$ cat src/rtl/pwm_det_pkg.sv
// pwm_det_pkg: shared FSM state type, counter sizing helper and default thresholds for pwm_det.
package pwm_det_pkg;
  typedef enum logic [1:0] {IDLE, HIGH, LOW} state_t;
  localparam int DEF_THR_HI = 2048;
  localparam int DEF_THR_LO = -2048;
  function automatic int cnt_width_min(input int timeout_cyc);
    return $clog2(timeout_cyc + 1);
  endfunction
endpackage

$ cat src/rtl/pwm_det_hyst_cmp.sv
// hyst_cmp: registered hysteresis comparator producing level plus same-cycle rise/fall strobes.
module hyst_cmp #(
  parameter int IN_WIDTH = 18,
  parameter int THR_HI = 2048,
  parameter int THR_LO = -2048
) (
  input  logic                       clk,
  input  logic                       rst,
  input  logic signed [IN_WIDTH-1:0] v_in,
  output logic                       level,
  output logic                       rise,
  output logic                       fall
);
  localparam logic signed [IN_WIDTH-1:0] HI = IN_WIDTH'(THR_HI);
  localparam logic signed [IN_WIDTH-1:0] LO = IN_WIDTH'(THR_LO);
  always_comb begin
    rise = !level && (v_in > HI);
    fall = level && (v_in < LO);
  end
  always_ff @(posedge clk)
    if (rst) level <= 1'b0;
    else if (rise || fall) level <= rise;
endmodule

$ cat src/rtl/pwm_det.sv
// pwm_det: recovers a PWM level from an analog sample and measures period/high time; PWM_DET_PEAK_EN adds v_max/v_min.
module pwm_det
  import pwm_det_pkg::*;
#(
  parameter int IN_WIDTH = 18,
  parameter int IN_EXPONENT = -12,
  parameter int THR_HI = DEF_THR_HI,
  parameter int THR_LO = DEF_THR_LO,
  parameter int CNT_WIDTH = 16,
  parameter int TIMEOUT_CYC = 65535
) (
  input  logic                       clk,
  input  logic                       rst,
  input  logic signed [IN_WIDTH-1:0] v_in,
  output logic                       level,
  output logic [CNT_WIDTH-1:0]       period,
  output logic [CNT_WIDTH-1:0]       high_time,
  output logic                       meas_valid,
  output logic                       stuck
`ifdef PWM_DET_PEAK_EN
  ,
  output logic signed [IN_WIDTH-1:0] v_max,
  output logic signed [IN_WIDTH-1:0] v_min
`endif
);
  localparam logic [CNT_WIDTH-1:0] TMO = CNT_WIDTH'(TIMEOUT_CYC);
  if (THR_LO >= THR_HI) begin : g_bad_thr
    $error("pwm_det: THR_LO must be below THR_HI");
  end
  if (CNT_WIDTH < cnt_width_min(TIMEOUT_CYC)) begin : g_bad_tmo
    $error("pwm_det: TIMEOUT_CYC does not fit in CNT_WIDTH");
  end
  if (IN_EXPONENT >= IN_WIDTH) begin : g_bad_exp
    $error("pwm_det: IN_EXPONENT leaves no fractional range");
  end
  state_t               state;
  logic [CNT_WIDTH-1:0] cnt, hi_cnt, sat_inc;
  logic                 rise, fall, tmo_evt;
  hyst_cmp #(.IN_WIDTH(IN_WIDTH), .THR_HI(THR_HI), .THR_LO(THR_LO)) u_cmp (
    .clk(clk), .rst(rst), .v_in(v_in), .level(level), .rise(rise), .fall(fall)
  );
  // A fall landing exactly on the timeout count holds cnt so it can never pass TIMEOUT_CYC.
  always_comb begin
    sat_inc = (cnt == TMO) ? cnt : cnt + 1'b1;
    tmo_evt = (cnt == TMO) && ((state == HIGH && !fall) || (state == LOW && !rise));
  end
  always_ff @(posedge clk)
    if (rst) begin
      state <= IDLE;
      cnt <= '0;
      hi_cnt <= '0;
      period <= '0;
      high_time <= '0;
      meas_valid <= 1'b0;
      stuck <= 1'b0;
    end else begin
      meas_valid <= 1'b0;
      if (tmo_evt) begin
        stuck <= 1'b1;
        state <= IDLE;
        cnt <= '0;
      end else if (rise && state != HIGH) begin
        if (state == LOW) begin
          period <= cnt;
          high_time <= hi_cnt;
          meas_valid <= 1'b1;
        end
        stuck <= 1'b0;
        state <= HIGH;
        cnt <= CNT_WIDTH'(1);
      end else if (fall && state == HIGH) begin
        hi_cnt <= cnt;
        state <= LOW;
        cnt <= sat_inc;
      end else if (state != IDLE) cnt <= sat_inc;
    end
`ifdef PWM_DET_PEAK_EN
  logic signed [IN_WIDTH-1:0] run_max, run_min, nxt_max, nxt_min;
  always_comb begin
    nxt_max = (v_in > run_max) ? v_in : run_max;
    nxt_min = (v_in < run_min) ? v_in : run_min;
  end
  always_ff @(posedge clk)
    if (rst || tmo_evt) begin
      v_max <= '0;
      v_min <= '0;
      run_max <= '0;
      run_min <= '0;
    end else if (rise && state != HIGH) begin
      if (state == LOW) begin
        v_max <= nxt_max;
        v_min <= nxt_min;
      end
      run_max <= v_in;
      run_min <= v_in;
    end else if (state != IDLE) begin
      run_max <= nxt_max;
      run_min <= nxt_min;
    end
`endif
endmodule

$ cat config.mk
export PLATFORM = sky130hd
export DESIGN_NAME = pwm_det
export DESIGN_NICKNAME = d
export VERILOG_FILES = /design/src/rtl/pwm_det_pkg.sv /design/src/rtl/pwm_det_hyst_cmp.sv /design/src/rtl/pwm_det.sv
export SDC_FILE = /design/constraint.sdc
export NUM_CORES = 1
export LEC_CHECK = 0
export CAP_MARGIN = 10
export CORE_MARGIN = 10
export CORE_UTILIZATION = 55
export CTS_CLUSTER_DIAMETER = 60
export DETAILED_ROUTE_END_ITERATION = 10
export GPL_TIMING_DRIVEN = 0
export PLACE_DENSITY = 0.84
export SYNTH_ARGS = -nofsm -noshare
export SYNTH_HDL_FRONTEND = slang
export SYNTH_HIERARCHICAL = 1
export SYNTH_SLANG_ARGS = --single-unit
$ cat constraint.sdc
create_clock -name clk -period 4.8 [get_ports clk]
set_input_delay 0.72 -clock clk [delete_from_list [all_inputs] [get_ports clk]]
set_output_delay 0.72 -clock clk [all_outputs]
set_load 0.03 [all_outputs]
==> summary.txt <==
Power and ir drop
  • Worst VDD drop: between 0.3 and 0.4 mV
  • Pwr Density: roughly 320 mW/mm²
  • Leakage: between 1 and 1.5 nW

Route
  • DR WL/cell: ~14 µm
  • Drt first pass iters: 4
  • DRT iter0 DRCs: around 190
  • Vias per cell: between 5 and 6
  • DRC viols: 0
  • Drt total wl: ~7.0 mm
  • Via count: between 2k and 3k
  • Final ANT Viol Nets: 0

Logic synthesis
  • Synth Area per Inst: approximately 8 µm²
  • #FFs+latches synth: slightly below 70
  • Mapped Nets: ~370
  • Post-Syn Area: between 0.002 and 0.003 mm²
  • Sequential area share after synthesis: 0.492
  • Post-synth cell types: 43
  • YS warnings: 6
  • Mapped Cells: 350

Setup path
  • Crit-path cells: clkdlybuf4s50_1 > nor2b_1 > nand4_1 > nand2_1 > a311oi_1 > and2_1 > clkbuf_1 > clkbuf_1 > nand2_1 > a21oi_1
  • Worst R2R End: high_time[14]
  • R2r worst-path depth: 6
  • Startpoint types: input port
  • Worst Setup End Kind: flop
  • Worst setup path start: v_in[11]
  • CP arrival: 3.43 ns
  • Reg2reg start: u_cmp/level
  • CP Data Required Time: 5.06 ns
  • Crit Path Class: input port to flop
  • Crit-path max cell delay: around 0.79 ns
  • Worst Setup EP: high_time[14]
  • Reg2reg setup slack: between 2 and 2.5 ns
  • Slowest CP cell: a311oi_1
  • Max Fanout on Critical Path: 10

Timing
  • Maximum clock rate: approximately 0.32 GHz
  • Slew HR: 0.361
  • Final worst path period share: 0.661
  • Final setup fails: 0
  • Final min period: around 3.2 ns
  • Worst-margin pin slew: about 0.95 ns
  • Setup_tns: 0 ns
  • RSZ-0062 raised after global routing: no
  • Final hold viol count: 0
  • Clock Skew: 0.0123 ns
  • Setup WS post-layout: roughly 1.6 ns
  • Slew Limit Fails: 0

Global route
  • Total GRT Usage: 0.171
  • Antenna violations before repair: 0
  • Grt total ovfl: 0
  • Global-route wire length before repair: between 10 and 15 mm
  • Number of global-route vias before repair: ~2.5k
  • Largest net degree at the start of global routing: 13

Clock tree
  • Clock slew at reported path FFs: 0.07 ns
  • Post-CTS setup repair buffer count: 0
  • Post-CTS Hold Fix Bufs: 0
  • Sink Count: 69
  • CTS tree: built
  • Clk root buf: clkbuf_8
  • # H-tree levels: 3
  • Clock latency on the worst-skew pair: about 0.35 ns
  • Clock Path Buffers: 2
  • PostCTS Resize Cnt: 0
  • CTS Buf Count: 9

Flow run
  • Maxcap violations: 0

Cells and area
  • Layout cell share with drive strength beyond 1: 0.0857
  • Fillers: 376
  • Ant diodes: 0
  • Nets: ~440
  • Post-route cell area: about 0.0036 mm²
  • Most common cell after layout, fill and taps aside: nand2_1
  • Area Growth Syn to Fin: 29.9%
  • Most frequent cells in the layout: 104 x nand2_1, 69 x dfxtp_1, 55 x a21oi_1

Floorplan
  • Core Region: just under 0.005 mm²
  • I/O pin total: 55
  • Die height: slightly above 90 µm
  • Die width: 91.5 µm
  • Starting Density: 0.580
  • Site Rows: 25
  • Area of the die: ~0.0084 mm²

Place
  • Routability cong.: roughly 0.91
  • Port bufs: 54
  • Pre-CTS setup slack: about 1.3 ns
  • HPWL after DPL: roughly 5.0 mm
  • DP Area: roughly 0.0034 mm²

Hold path
  • HP Class: flop to flop
  • WHS Path Cells: 2

Run status
  • Status: complete, no violations
## synthesized netlist by cell type, drive strengths merged
cell     instances  area share
nand3            4      0.0089
nor4             5       0.021
nor3             9       0.016
nor2            27       0.036
a2111oi          1      0.0053
xnor2           12       0.037
and4b            1      0.0036
a221oi           1      0.0031
inv              2      0.0027
a211oi           1      0.0027
nand4            5       0.013
o22ai            1      0.0022
nand2          104        0.14
buf             13       0.025
a21boi           1      0.0027
or4              1      0.0040
clkbuf          12       0.016
nor2b            3      0.0067
a311oi           1      0.0031
nand2b           2      0.0045
and4             2      0.0062
o21ai            2      0.0049
o211ai           1      0.0027
dfxtp           69        0.49
a21oi           55       0.098
o2111ai          1      0.0031
nor3b            3      0.0080
ha               1      0.0045
a31oi            1      0.0022
or2              2      0.0045
and2             2      0.0045
o311a            1      0.0036
o22a             1      0.0031
mux2i            1      0.0036
xor2             2      0.0062
## cells by family after synthesis
kind of cell    Yosys count  share of synthesized area
compound gates           68                      0.137
fa+ha+maj                 1                    0.00445
simple gates            170                      0.276
flops                    69                      0.492
xor+xnor                 14                     0.0436
mux                       1                    0.00356
buf+inv                  27                     0.0441
## flip-flops by register name, indices dropped and copies added, names as in the netlist
name and flops:
u_cmp/level 1, meas_valid 1, stuck 1, state 2
high_time 16, cnt 16, hi_cnt 16, period 16
## how the worst min path moves through the flow
stage	start	end	slack [ns]
after CTS	hi_cnt[7]	high_time[7]	0.45
after floorplan	hi_cnt[0]	high_time[0]	0.43
after global routing	period[0]	period[0]	0.47
after detailed placement	hi_cnt[7]	high_time[7]	0.44
final	hi_cnt[4]	high_time[4]	0.45
after global placement	hi_cnt[1]	high_time[1]	0.44
## stage by stage
step / cells / total power, mW / hold slack [ns] / utilization
floorplan: 350 / 0.625 / 0.432 / -
global placement: 471 / 0.653 / 0.441 / 0.708
detailed placement: 471 / 0.655 / 0.445 / 0.708
CTS: 487 / 1.15 / 0.455 / 0.753
global route: 487 / 1.20 / 0.475 / 0.753
finish: 487 / 1.15 / 0.452 / 0.753
## per-layer routing
metal  track usage  vias up  share of wire
met5             0        -              0
met4        0.0601        0          0.013
met3        0.0551       12          0.061
met2         0.284       61           0.51
met1         0.201     1212           0.42
li1              -     1300              -
## critical path, delay by kind of cell
family                 cells  cell delay [ns]
AO/OA/AOI/OAI              2             0.97
AND/OR/NAND/NOR            5             0.68
buffers and inverters      3             1.07
## area by class of cell
type	instances	area, µm²	area share
Buffer	25	116	0.0319
Clock buffer	10	128	0.0350
Clock inverter	6	87.6	0.0240
Inverter	2	7.51	0.00206
Multi-Input combinational cell	254	1310	0.358
Sequential cell	69	1380	0.378
Tap cell	67	83.8	0.0230
Timing Repair Buffer	54	541	0.148
## report_power, final
part	switching, mW	internal, mW
sequential	0.00440	0.576
clock	0.215	0.292
combinational	0.0348	0.0273
Power figures use the tool's default switching activity.
